==> src/rtl/data_cmp_pkg.sv <==
// Shared comparison codes and FSM encoding
// for the data extreme tracker.
package data_cmp_pkg;

  localparam logic [2:0] CMP_GT = 3'b100;
  localparam logic [2:0] CMP_LT = 3'b010;
  localparam logic [2:0] CMP_EQ = 3'b001;

  typedef enum logic {
    ACCUM = 1'b0,
    HOLD  = 1'b1
  } state_t;

endpackage

==> src/rtl/data_cmp8_core.sv <==
// Unsigned 8-bit comparator producing a
// one-hot greater/less/equal code.
import data_cmp_pkg::*;

module data_cmp8_core (
  input  logic [7:0] a,
  input  logic [7:0] b,
  output logic [2:0] cmp
);

  always_comb begin
    cmp = CMP_EQ;
    unique case (1'b1)
      (a > b): cmp = CMP_GT;
      (a < b): cmp = CMP_LT;
      default: cmp = CMP_EQ;
    endcase
  end

endmodule

==> src/rtl/data_extreme_tracker.sv <==
// Windowed max/min tracker with first-max
// index and a valid/ready result handoff.
import data_cmp_pkg::*;

module data_extreme_tracker #(
  parameter int WIN_LEN = 8
) (
  input  logic       iClk,
  input  logic       iRst,
  input  logic [7:0] iData,
  input  logic       iValid,
  output logic       oReady,
  output logic [7:0] oMax,
  output logic [7:0] oMin,
  output logic [7:0] oMaxIdx,
  output logic [2:0] oCmp,
  output logic       oValid,
  input  logic       iReady
);

  localparam logic [7:0] LAST = 8'(WIN_LEN - 1);

  state_t     state;
  logic [7:0] count;
  logic [2:0] cmpMax;
  logic       accept;

  assign accept = iValid & oReady;

  data_cmp8_core uCmp (
    .a   (iData),
    .b   (oMax),
    .cmp (cmpMax)
  );

  always_ff @(posedge iClk or posedge iRst) begin
    if (iRst) begin
      state   <= ACCUM;
      count   <= '0;
      oReady  <= 1'b1;
      oValid  <= 1'b0;
      oMax    <= 8'h00;
      oMin    <= 8'hFF;
      oMaxIdx <= '0;
      oCmp    <= CMP_EQ;
    end else begin
      unique case (state)
        ACCUM: begin
          if (accept) begin
            if (count == 8'd0) begin
              oMax    <= iData;
              oMin    <= iData;
              oMaxIdx <= '0;
              oCmp    <= CMP_EQ;
            end else begin
              oCmp <= cmpMax;
              if (cmpMax == CMP_GT) begin
                oMax    <= iData;
                oMaxIdx <= count;
              end
              if (iData < oMin)
                oMin <= iData;
            end
            if (count == LAST) begin
              count  <= '0;
              state  <= HOLD;
              oReady <= 1'b0;
              oValid <= 1'b1;
            end else begin
              count <= count + 8'd1;
            end
          end
        end
        HOLD: begin
          // results stay frozen until the consumer takes them
          if (iReady) begin
            state  <= ACCUM;
            oReady <= 1'b1;
            oValid <= 1'b0;
          end
        end
        default: state <= ACCUM;
      endcase
    end
  end

endmodule

==> config.mk <==
export PLATFORM = sky130hd
export DESIGN_NAME = data_extreme_tracker
export DESIGN_NICKNAME = d
export VERILOG_FILES = /design/src/rtl/data_cmp_pkg.sv /design/src/rtl/data_cmp8_core.sv /design/src/rtl/data_extreme_tracker.sv
export SDC_FILE = /design/constraint.sdc
export NUM_CORES = 1
export LEC_CHECK = 0
export BUFFER_PORTS_ARGS = -buffer_cell sky130_fd_sc_hd__buf_4
export CAP_MARGIN = 20
export CORE_MARGIN = 1.5
export CORE_UTILIZATION = 47
export DETAILED_ROUTE_END_ITERATION = 7
export PLACE_DENSITY = 0.7
export SYNTH_ARGS = -nofsm -noshare
export SYNTH_HDL_FRONTEND = slang
export SYNTH_SLANG_ARGS = --single-unit
==> constraint.sdc <==
create_clock -name iClk -period 1.9 [get_ports iClk]
set_input_delay 0.19 -clock iClk [delete_from_list [all_inputs] [get_ports iClk]]
set_output_delay 0.19 -clock iClk [all_outputs]
set_load 0.1 [all_outputs]
=== Yosys cells after proc, flatten, opt, wreduce, memory -nomap -nowiden ===
Index checks and enable logic that the tools add are counted.

* Bitwise gates (word level): 2
* Muxes and demuxes: 21
* $lt $le $gt $ge: 3
* Equal/unequal tests: 5
* Add/sub/neg operators: 1
* Reductions and logical operators: 7

{| class="wikitable"
|+ Operators by type and width
! operator !! number
|-
| two-way mux 8 bit || 7
|-
| < comparator 8 bit || 2
|-
| two-way mux 1 bit || 9
|-
| AND reduction 3 bit || 3
|-
| adder 8 x 1 -> 8 bit (second input constant) || 1
|-
| equality test 8 x 3 -> 1 bit (second input constant) || 1
|-
| > comparator 8 bit || 1
|-
| logical NOT 8 bit || 1
|-
| != test 2 bit (second input constant) || 3
|-
| one-hot mux 1 bit (2 select lines) || 3
|-
| one-hot mux 3 bit (2 select lines) || 1
|-
| nonzero test 2 bit || 2
|-
| equality test 3 bit (second input constant) || 1
|-
| two-way mux 3 bit || 1
|-
| AND reduction 2 bit || 1
|-
| bitwise AND 1 bit || 1
|-
| NOT 1 bit || 1
|}

* Word-level logic and storage cells: 47
* Bits of input ports: 12
* Output and inout port bits: 29
* Flip-flop bits (word level): 38

=== Longest topological paths before layout ===
Gate-level depths: netlist of the first run.

* Word-level depth: 5
* Mapped depth: 9
* Mapped depth without buffers: 8

=== Modules after synthesis ===
Synthesis of the first run repeated with hierarchy kept, for this count alone.

* Cells, all modules: 223
* Area, all modules: 2,349.8 µm²

{| class="wikitable"
|+ By module, submodules not included
! module !! instances !! cells each !! area an instance (µm²) !! seq. area each (µm²)
|-
| data_extreme_tracker || 1 || 190 || 2,130.8 || 963.4
|-
| data_cmp8_core || 1 || 33 || 219.0 || 0.0
|}

=== Worst setup path after synthesis of the first run ===
Ideal clock, no wire load.

* Path kind: flip-flop to flip-flop
* From: reg oMax[1]
* To: reg oMax[5]
* Setup slack: -0.884 ns
* Required time: 1.774 ns
* Arrival time: 2.659 ns
* Cell stages (with the launch flop): 10
* Path buffers: 1
* Library setup time: 0.126 ns
* Period minus slack after synthesis: 2.784 ns
* Path through: dfrtp_1 -> inv_1 -> ha_1 -> nor2b_1 -> o211ai_1 -> a21oi_1 -> or3_1 -> o21ai_2 -> buf_6 -> mux2_4

* Longest elaborated chain between the ends: 5
* Elaborated cells on any way between the ends: 6
* Classes of those cells: 2 x order compare; 1 x eq/ne; 1 x mux; 2 x reduce/logical

{| class="wikitable"
|+ RTL lines
! element !! line !! text
|-
| start, declared || data_extreme_tracker.sv:13 || <nowiki>output logic [7:0] oMax,</nowiki>
|-
| start signal, assigned || data_extreme_tracker.sv:51 || <nowiki>oMax <= iData;</nowiki>
|-
| start signal, assigned || data_extreme_tracker.sv:58 || <nowiki>oMax <= iData;</nowiki>
|-
| < comparator 8 bit or > comparator 8 bit (tied branches) || data_cmp8_core.sv:15, data_cmp8_core.sv:14 ||
|-
| one-hot mux 3 bit (2 select lines) * || data_cmp8_core.sv:13 || <nowiki>unique case (1'b1)</nowiki>
|-
| equality test 3 bit * || data_extreme_tracker.sv:57 || <nowiki>if (cmpMax == CMP_GT) begin</nowiki>
|-
| nonzero test 2 bit (no source line) * || - ||
|-
| AND reduction 3 bit (no source line) * || - ||
|}

Every way passes the cells marked *; elsewhere a longest branch is shown, timed or not.
A chain may end at the register's enable or synchronous reset.

=== Final worst setup path of the first run ===
* From: reg oMax[1]
* To: reg oMax[7]

Same word-level chain as after synthesis.

==> results_dict.tcl, run 1 <==
set metrics [dict create \
    antenna_found_initial 0 \
    cp_max_fo 9 \
    fin_crit_sh_pct 120.1 \
    area_delta_synth_final_pct 61.54 \
    status "finished with violations" \
    crit_path_end_kind "register" \
    cts_root_buffer "clkbuf_8" \
    h-tree-depth 2 \
    via_per_inst 5.185 \
    syn_nets 196 \
    core_area_um2 4058 \
    hold-worst-slack_ps 13.77 \
    setup_violations 27 \
    ir_drop_v 0.0003773 \
    ys_types 36 \
    ys.warnings.count 0 \
    crit_type "register to register" \
    p_total_uw 1754 \
    finalHoldViolations 0 \
    skew_ps 4.749 \
    cp.required_ps 2080 \
    drc 0 \
    dp_hpwl_um 3600 \
    avgRoutedWirePerCell_um 17.20 \
    die_y_um 68.25 \
    violations "negative setup slack" \
    cp_slowest_cell "dfrtp_4" \
    setup_slack_ps -381.3 \
    start_util_pct 49.31 \
    r2r-start "oMax[1]$_DFFE_PP0P_" \
    critPathLaunch "oMax[1]$_DFFE_PP0P_" \
    grt_use_total_pct 25.44 \
    port-buffer-count 40 \
    num_vias 1654 \
    relSlewSlack_pct 67.90 \
    syn_inst 167 \
    leakage_uw 0.001592 \
    final_util_pct 79.65 \
    synth_seq_cells 38 \
    cp.arrival_ps 2460 \
    rows 23 \
    pin_count 41 \
    ant_nets 0 \
    grt_start_max_net_pins 39 \
    drive_above_1_share_pct 66.17 \
    ys_seq_area_share_pct 48.16 \
    nets 297 \
    max_cap_violations 0 \
    fin_area_um2 3232 \
    die_area_um2 4657 \
    power-per-cell-area_nw_per_um2 542.6 \
    maxSlewViolCount 0 \
    drt_iter0_markers 72 \
    cts_max_path_buffers 2 \
    rsz0062_at_grt "yes" \
    tightest_slew_ps 481.5 \
    first_pass_iters 4 \
    crit_chain "inv_2 > ha_4 > nor2b_4 > o211ai_1 > a21oi_2 > or3_4 > o21ai_4 > buf_12 > mux2_4" \
    clkLatencyLatePin_ps 290 \
    gp_congestion 0.7833 \
    first_global_vias 1741 \
    hp-class "primary input to asynchronous set/reset pin" \
    fp.dieW_um 68.25 \
    cts_buffers 5 \
    tns_ps -8095 \
    postPlaceCellArea_um2 2839 \
    syn_avg_cell_area_um2 11.98 \
    grt.overflow.total 0 \
    grt_pass1_wl_um 8445 \
    routed_wirelength_um 5486 \
    slowest_delay_ps 480 \
    antenna_cells 0 \
    period_needed_ps 2281 \
    cts_tree "done" \
    cp-start-kind "register" \
    clkTransAtPathRegs_ps 70 \
    clock-sinks 38 \
    fmax_mhz 438.3 \
    syn-cell-area_um2 2001 \
    cts_hold_buf 0 \
]
## state kept, by name, indices dropped and copies added, names as in the netlist
register and count:
oValid 1, oReady 1, oMaxIdx 8, oCmp 3, oMin 8, state 1, oMax 8, count 8
## where the power goes
part,leakage [uW],internal (uW),switching [uW]
Combinational,0.00104,74.0,73.9
Sequential,0.000477,808,0
Clock,0.0000696,507,291
Total,0.00159,1390,365
## worst max-delay path: cells and delay by family, from the launching register on
kind | cells | cell delay (ps)
AO/OA/AOI/OAI | 3 | 480
flip-flops | 1 | 480
AND/OR/NAND/NOR | 2 | 480
multiplexers | 1 | 300
buffers and inverters | 2 | 230
adder cells (fa/ha/maj) | 1 | 200
## per-layer routing
metal / vias up / wire length (um) / track usage [%]
met5: - / 0 / 0
met4: 0 / 96 / 10.00
met3: 10 / 235 / 6.579
met2: 43 / 2808 / 43.08
met1: 815 / 2345 / 30.82
li1: 786 / - / -
## cells by family (layout without fill, tap and decap cells)
group                    count (synthesis)  in the layout  share of synthesized area [%]
flip-flops                              38             38                          48.15
AND/OR/NAND/NOR                         38             38                          11.13
AO/OA/AOI/OAI                           25             25                          9.443
multiplexers                            22             22                          13.70
buffers and inverters                   21            123                          4.315
adder cells (fa/ha/maj)                 17             17                          10.63
XOR/XNOR                                 6              6                          2.627
## layout make-up
| class | instances | area, um^2 |
|---|---|---|
| clock buffers | 7 | 107.6 |
| clock inverters | 1 | 30.03 |
| fillers | 224 | 825.8 |
| inverters | 19 | 71.32 |
| multi-input cells | 108 | 1179 |
| flip-flops and latches | 38 | 1013 |
| well taps | 50 | 62.56 |
| repair buffers | 96 | 768.2 |
## placed cells by master, fill, tap and decap left out, drive strengths merged, types with 2 or more instances in the layout
cell type   n
clkbuf      7
nand3       5
nand4       3
nand2       8
nor2b       2
dfrtp      28
o21ai       6
nor2        9
a21boi      2
and3        2
a21oi       6
buf        96
nor3        2
inv        19
a32o        3
mux2       22
ha         17
a211oi      2
dfstp      10
xnor2       6
a21o        3
## synthesized netlist by cell type
cell	instances	area share [%]
and3_2	1	0.38
nand2_1	8	1.5
a21oi_1	5	1.3
nor3_1	2	0.50
nand3b_2	1	0.56
nand3_1	5	1.3
a211oi_1	2	0.75
dfstp_2	10	13
o21ai_2	1	0.44
and2_1	1	0.31
nand4_1	3	0.94
or2_2	1	0.31
nand2b_1	1	0.31
mux2_2	15	8.4
clkbuf_1	1	0.19
nor2_4	1	0.56
a21o_1	3	1.1
nor2_1	8	1.5
or4_4	1	0.56
a32o_1	3	1.5
nor2b_1	2	0.63
xnor2_1	6	2.6
ha_1	17	11
nor4b_4	1	1.2
buf_6	1	0.56
inv_1	19	3.6
o211ai_1	1	0.38
a21boi_2	2	1.1
o31ai_1	1	0.38
o311ai_0	1	0.44
mux2_4	7	5.3
a21oi_4	1	0.81
or3_1	1	0.31
dfrtp_1	28	35
and3_1	1	0.31
o21ai_0	5	1.3
## final timing paths
| kind | endpoint | slack, ps | depth (start not counted) |
|---|---|---|---|
| max | oMax[7]$_DFFE_PP0P_ | -380 | 9 |
| max in group asynchronous | oMax[1]$_DFFE_PP0P_ | 1510 | 3 |
| min reg2reg | oCmp[0]$_DFFE_PP1P_ | 480 | 2 |
| min in group iClk | oReady$_DFFE_PP1P_ | 160 | 3 |
| max reg2reg | oMax[7]$_DFFE_PP0P_ | -380 | 9 |
| min | oMaxIdx[5]$_DFFE_PP0P_ | 10 | 3 |
## timing repair
| item | CTS | global route |
|---|---|---|
| endpoints found under the setup margin | 26 | 27 |
| hold endpoints to repair | 0 | 0 |
| pin swaps | 4 | 5 |
| buffers inserted | 7 | 5 |
| cloned | 0 | 0 |
| gates resized for setup | 18 | 16 |
## through the flow
step,worst slack [ps],cells
after floorplan,-462.9,167
after global placement,-312.4,301
after detailed placement,-359.5,301
after CTS,-332.4,315
after global routing,-444.5,319
final,-381.3,319
No activity file was read; power rests on OpenSTA's default activity.
==> run 2: changes to the inputs <==
- HOLD_SLACK_MARGIN: not set -> 0.05
==> results_dict.tcl, run 2 (synthesis results as in run 1) <==
set metrics [dict create \
    power-per-cell-area_nw_per_um2 541.7 \
    crit_path_end_kind "register" \
    cp_max_fo 9 \
    period_needed_ps 2281 \
    antenna_found_initial 0 \
    mostFrequentLayoutCell "buf_4" \
    die_y_um 68.25 \
    grt_use_total_pct 25.51 \
    cts_buffers 5 \
    leakage_uw 0.001596 \
    violations "negative setup slack" \
    pin_count 41 \
    cts_root_buffer "clkbuf_8" \
    die_area_um2 4657 \
    first_global_vias 1753 \
    rsz0062_at_grt "yes" \
    first_pass_iters 4 \
    maxSlewViolCount 0 \
    stdcell_count 320 \
    grt.overflow.total 0 \
    cp.arrival_ps 2460 \
    start_util_pct 49.31 \
    power_frac_seq_pct 46.0 \
    clock-sinks 38 \
    final_cell_mix "buf_4, mux2_4, dfrtp_1, inv_1, ha_1" \
    cp.required_ps 2080 \
    p_sw_share_pct 20.83 \
    setup_violations 27 \
    clkTransAtPathRegs_ps 70 \
    drt_iter0_markers 59 \
    via_per_inst 5.209 \
    fp.dieW_um 68.25 \
    hold-worst-slack_ps 163.5 \
    port-buffer-count 40 \
    place_inst 301 \
    finalHoldViolations 0 \
    max_cap_violations 0 \
    p_switching_uw 365.8 \
    area_delta_synth_final_pct 62.04 \
    drive_above_1_share_pct 65.93 \
    intPower_uw 1390 \
    grt_start_max_net_pins 39 \
    ir_drop_v 0.0003797 \
    p_total_uw 1756 \
    power_frac_clock_pct 45.5 \
    fin_crit_sh_pct 120.0 \
    drc 0 \
    avgRoutedWirePerCell_um 17.18 \
    fmax_mhz 438.4 \
    core_area_um2 4058 \
    gp_congestion 0.7833 \
    comb_power_share_pct 8.5 \
    h-tree-depth 2 \
    status "finished with violations" \
    nets 298 \
    clkLatencyLatePin_ps 290 \
    ant_nets 0 \
    skew_ps 3.988 \
    cp-start-kind "register" \
    tns_ps -8119 \
    hp-class "primary input to register" \
    grt_pass1_wl_um 8473 \
    antenna_cells 0 \
    crit_type "register to register" \
    tightest_slew_ps 481.4 \
    setup_slack_ps -380.9 \
    relSlewSlack_pct 67.90 \
    cts_max_path_buffers 2 \
    dp_hpwl_um 3600 \
    num_vias 1667 \
    routed_wirelength_um 5498 \
    cts_tree "done" \
    rows 23 \
]
[run 2: cell types whose count changed in the layout (fill, tap and decap cells not counted)]
cell,before,now
dlygate4sd3_1,0,1
[run 2: what timing repair did]
action	CTS	global route
buffers inserted	7	5
gates cloned	0	0
pin swaps	4	5
setup endpoints to repair	26	27
hold buffers	1	0
endpoints found under the hold margin	28	0
gates resized for setup	18	16
[run 2: worst paths after layout]
kind                       slack [ps]                 from  cells after the start                   to
min                               160               iReady                      3   oReady$_DFFE_PP1P_
max                              -380  oMax[1]$_DFFE_PP0P_                      9  oMax[7]$_DFFE_PP0P_
max reg2reg                      -380  oMax[1]$_DFFE_PP0P_                      9  oMax[7]$_DFFE_PP0P_
min in group asynchronous         570                 iRst                      4  oMax[5]$_DFFE_PP0P_
max in group asynchronous         950                 iRst                      4  oMax[1]$_DFFE_PP0P_
min reg2reg                       480  oCmp[0]$_DFFE_PP1P_                      2  oCmp[0]$_DFFE_PP1P_
[run 2: final cells by class]
class | count | area [um^2]
Tap cell | 50 | 62.56
Sequential cell | 38 | 1013
Clock inverter | 1 | 30.03
Multi-Input combinational cell | 108 | 1179
Inverter | 19 | 71.32
Clock buffer | 7 | 107.6
Fill cell | 223 | 815.8
Timing Repair Buffer | 97 | 778.2
[run 2: worst max-delay path: stages, from the launching register on]
cell,delay (ps)
dfrtp_4,480
inv_2,70
ha_4,200
nor2b_4,120
o211ai_1,190
a21oi_2,100
or3_4,360
o21ai_4,190
buf_12,160
mux2_4,300
[run 2: power by group through the flow]
stage	clock network (uW)	logic, uW	registers [uW]
2_1_floorplan	0	49.3	823
3_3_place_gp	0	112	823
3_5_place_dp	0	115	823
4_1_cts	816	135	808
5_1_grt	848	163	808
6_report	799	149	808
[run 2: stage by stage]
stage	utilization, %	worst slack [ps]	area [um^2]
floorplan	-	-462.9	2131
global placement	69.97	-312.4	2839
detailed placement	69.97	-359.5	2839
CTS	76.90	-332.4	3120
global route	79.90	-444.5	3242
finish	79.90	-380.9	3242
[run 2: layer usage]
metal | global-route usage (%) | wire length, um | vias up
met5 | 0 | 0 | -
met2 | 43.33 | 2820 | 45
li1 | - | - | 786
met1 | 30.82 | 2350 | 826
met3 | 6.579 | 231 | 10
met4 | 10.00 | 96 | 0
==> run 3: changes to the inputs <==
==> constraint.sdc (replaced) <==
create_clock -name iClk -period 1.9 [get_ports iClk]
set_input_delay 0 -clock iClk [delete_from_list [all_inputs] [get_ports iClk]]
set_output_delay 0 -clock iClk [all_outputs]
set_load 0.1 [all_outputs]
==> results_dict.tcl, run 3 (synthesis results as in run 1) <==
set metrics [dict create \
    mostFrequentLayoutCell "buf_4" \
    reg2reg_to "oMax[6]$_DFFE_PP0P_" \
    antenna_cells 0 \
    clkLatencyLatePin_ps 300 \
    die_area_um2 4657 \
    rows 23 \
    tightest_slew_ps 481.7 \
    highest_layer "met4" \
    hp-class "primary input to register" \
    drc 0 \
    ant_nets 0 \
    critPathLaunch "oMax[1]$_DFFE_PP0P_" \
    route.met3.wl_um 195 \
    ir_drop_v 0.0004568 \
    cts_buffers 5 \
    relSlewSlack_pct 67.88 \
    grt_start_max_net_pins 39 \
    fmax_mhz 447.8 \
    dp_hpwl_um 3409 \
    final_cell_mix "buf_4, mux2_4, dfrtp_1, inv_1, ha_1" \
    drt-met1-wl_um 2322 \
    power-per-cell-area_nw_per_um2 487.5 \
    setup_slack_ps -333.1 \
    status "finished with violations" \
    crit_path_end_kind "register" \
    first_pass_iters 4 \
    cts_hold_buf 8 \
    via_per_inst 5.215 \
    clock-sinks 38 \
    fin_area_um2 3134 \
    cp-start-kind "register" \
    grt_pass1_wl_um 8376 \
    avgRoutedWirePerCell_um 16.36 \
    skew_ps 10.67 \
    reg2reg_slack_ps -330 \
    leakage_uw 0.001541 \
    cts_root_buffer "clkbuf_8" \
    grt_use_total_pct 24.86 \
    max_cap_violations 0 \
    period_needed_ps 2233 \
    crit_type "register to register" \
    start_util_pct 49.31 \
    nets 295 \
    finalHoldViolations 0 \
    grt.overflow.total 0 \
    crit_end "oMax[6]$_DFFE_PP0P_" \
    cp_max_fo 9 \
    antenna_found_initial 0 \
    r2r-start "oMax[1]$_DFFE_PP0P_" \
    core_area_um2 4058 \
    die_y_um 68.25 \
    maxSlewViolCount 0 \
    setup_violations 27 \
    rsz0062_at_grt "yes" \
    fp.dieW_um 68.25 \
    fin_crit_sh_pct 117.5 \
    ff2ff_path_depth 9 \
    postPlaceCellArea_um2 2779 \
    drive_above_1_share_pct 60.30 \
    drt_iter0_markers 116 \
    port-buffer-count 40 \
    clkTransAtPathRegs_ps 80 \
    h-tree-depth 2 \
    cp.arrival_ps 2410 \
    met2_length_um 2553 \
    violations "negative setup slack" \
    p_total_uw 1528 \
    pin_count 41 \
    gp_congestion 0.7834 \
    area_delta_synth_final_pct 56.66 \
    cts_max_path_buffers 2 \
    first_global_vias 1740 \
    num_vias 1653 \
    routed_wirelength_um 5186 \
    cp.required_ps 2080 \
    cts_tree "done" \
]
-- run 3: cell types whose count changed in the layout (fill, tap and decap cells not counted), moves of 2 or more --
cell	previous run	this run
a21oi_1	2	4
a21oi_2	3	1
buf_4	88	81
buf_6	6	3
clkbuf_1	0	2
dlygate4sd3_1	1	8
ha_1	12	14
ha_4	5	3
-- run 3: worst min path at each step --
stage	startpoint	end	slack, ps	depth (start not counted)
floorplan	iData[0]	oMin[0]$_DFFE_PP1P_	150	1
global placement	iRst	oMaxIdx[7]$_DFFE_PP0P_	140	3
detailed placement	iRst	oMax[5]$_DFFE_PP0P_	150	3
CTS	iData[1]	oMin[1]$_DFFE_PP1P_	10	2
global route	iData[1]	oMin[1]$_DFFE_PP1P_	10	2
finish	iData[1]	oMin[1]$_DFFE_PP1P_	10	2
-- run 3: timing repair --
action                     in CTS  in global routing
buffers inserted                8                  3
resized for setup              21                  5
hold endpoints to repair       45                  2
setup endpoints to repair      27                 28
pin swaps                       7                 13
-- run 3: routing by layer --
layer / track usage [%] / vias up
met4: 10.00 / 0
met1: 32.56 / 815
li1: - / 781
met3: 4.605 / 13
met2: 40.53 / 44
met5: 0 / -
-- run 3: cell type report --
| type | count | area (um^2) |
|---|---|---|
| Clock buffer | 8 | 90.09 |
| Sequential cell | 38 | 1013 |
| Tap cell | 50 | 62.56 |
| Inverter | 19 | 71.32 |
| Fill cell | 262 | 923.4 |
| Multi-Input combinational cell | 108 | 1135 |
| Timing Repair Buffer | 94 | 762.0 |
-- run 3: worst max-delay path: stages, from the launching register on --
cell and delay (ps):
dfrtp_4 480, inv_2 70, ha_4 190, nor2b_4 120, o211ai_1 180, a21oi_1 110
or3_4 360, o21ai_4 160, buf_12 160, mux2_4 300
-- run 3: power by group --
group	leakage [uW]	internal [uW]	switching (uW)	total [uW]
Clock	0.0000455	296	284	580
Combinational	0.00102	70.6	69.7	140
Sequential	0.000477	808	0	808
-- run 3: per-stage QoR --
| stage | hold slack [ps] | setup WS (ps) | utilization [%] | cells | setup TNS, ps |
|---|---|---|---|---|---|
| finish | 13.15 | -333.1 | 77.24 | 317 | -7466 |
| global route | 14.06 | -396.5 | 77.24 | 317 | -9028 |
| CTS | 13.67 | -329.6 | 76.53 | 316 | -7129 |
| detailed placement | 150.2 | -377.0 | 68.49 | 293 | -6565 |
| global placement | 137.1 | -314.1 | 68.49 | 293 | -5682 |
| floorplan | 147.8 | -462.9 | - | 167 | -8255 |
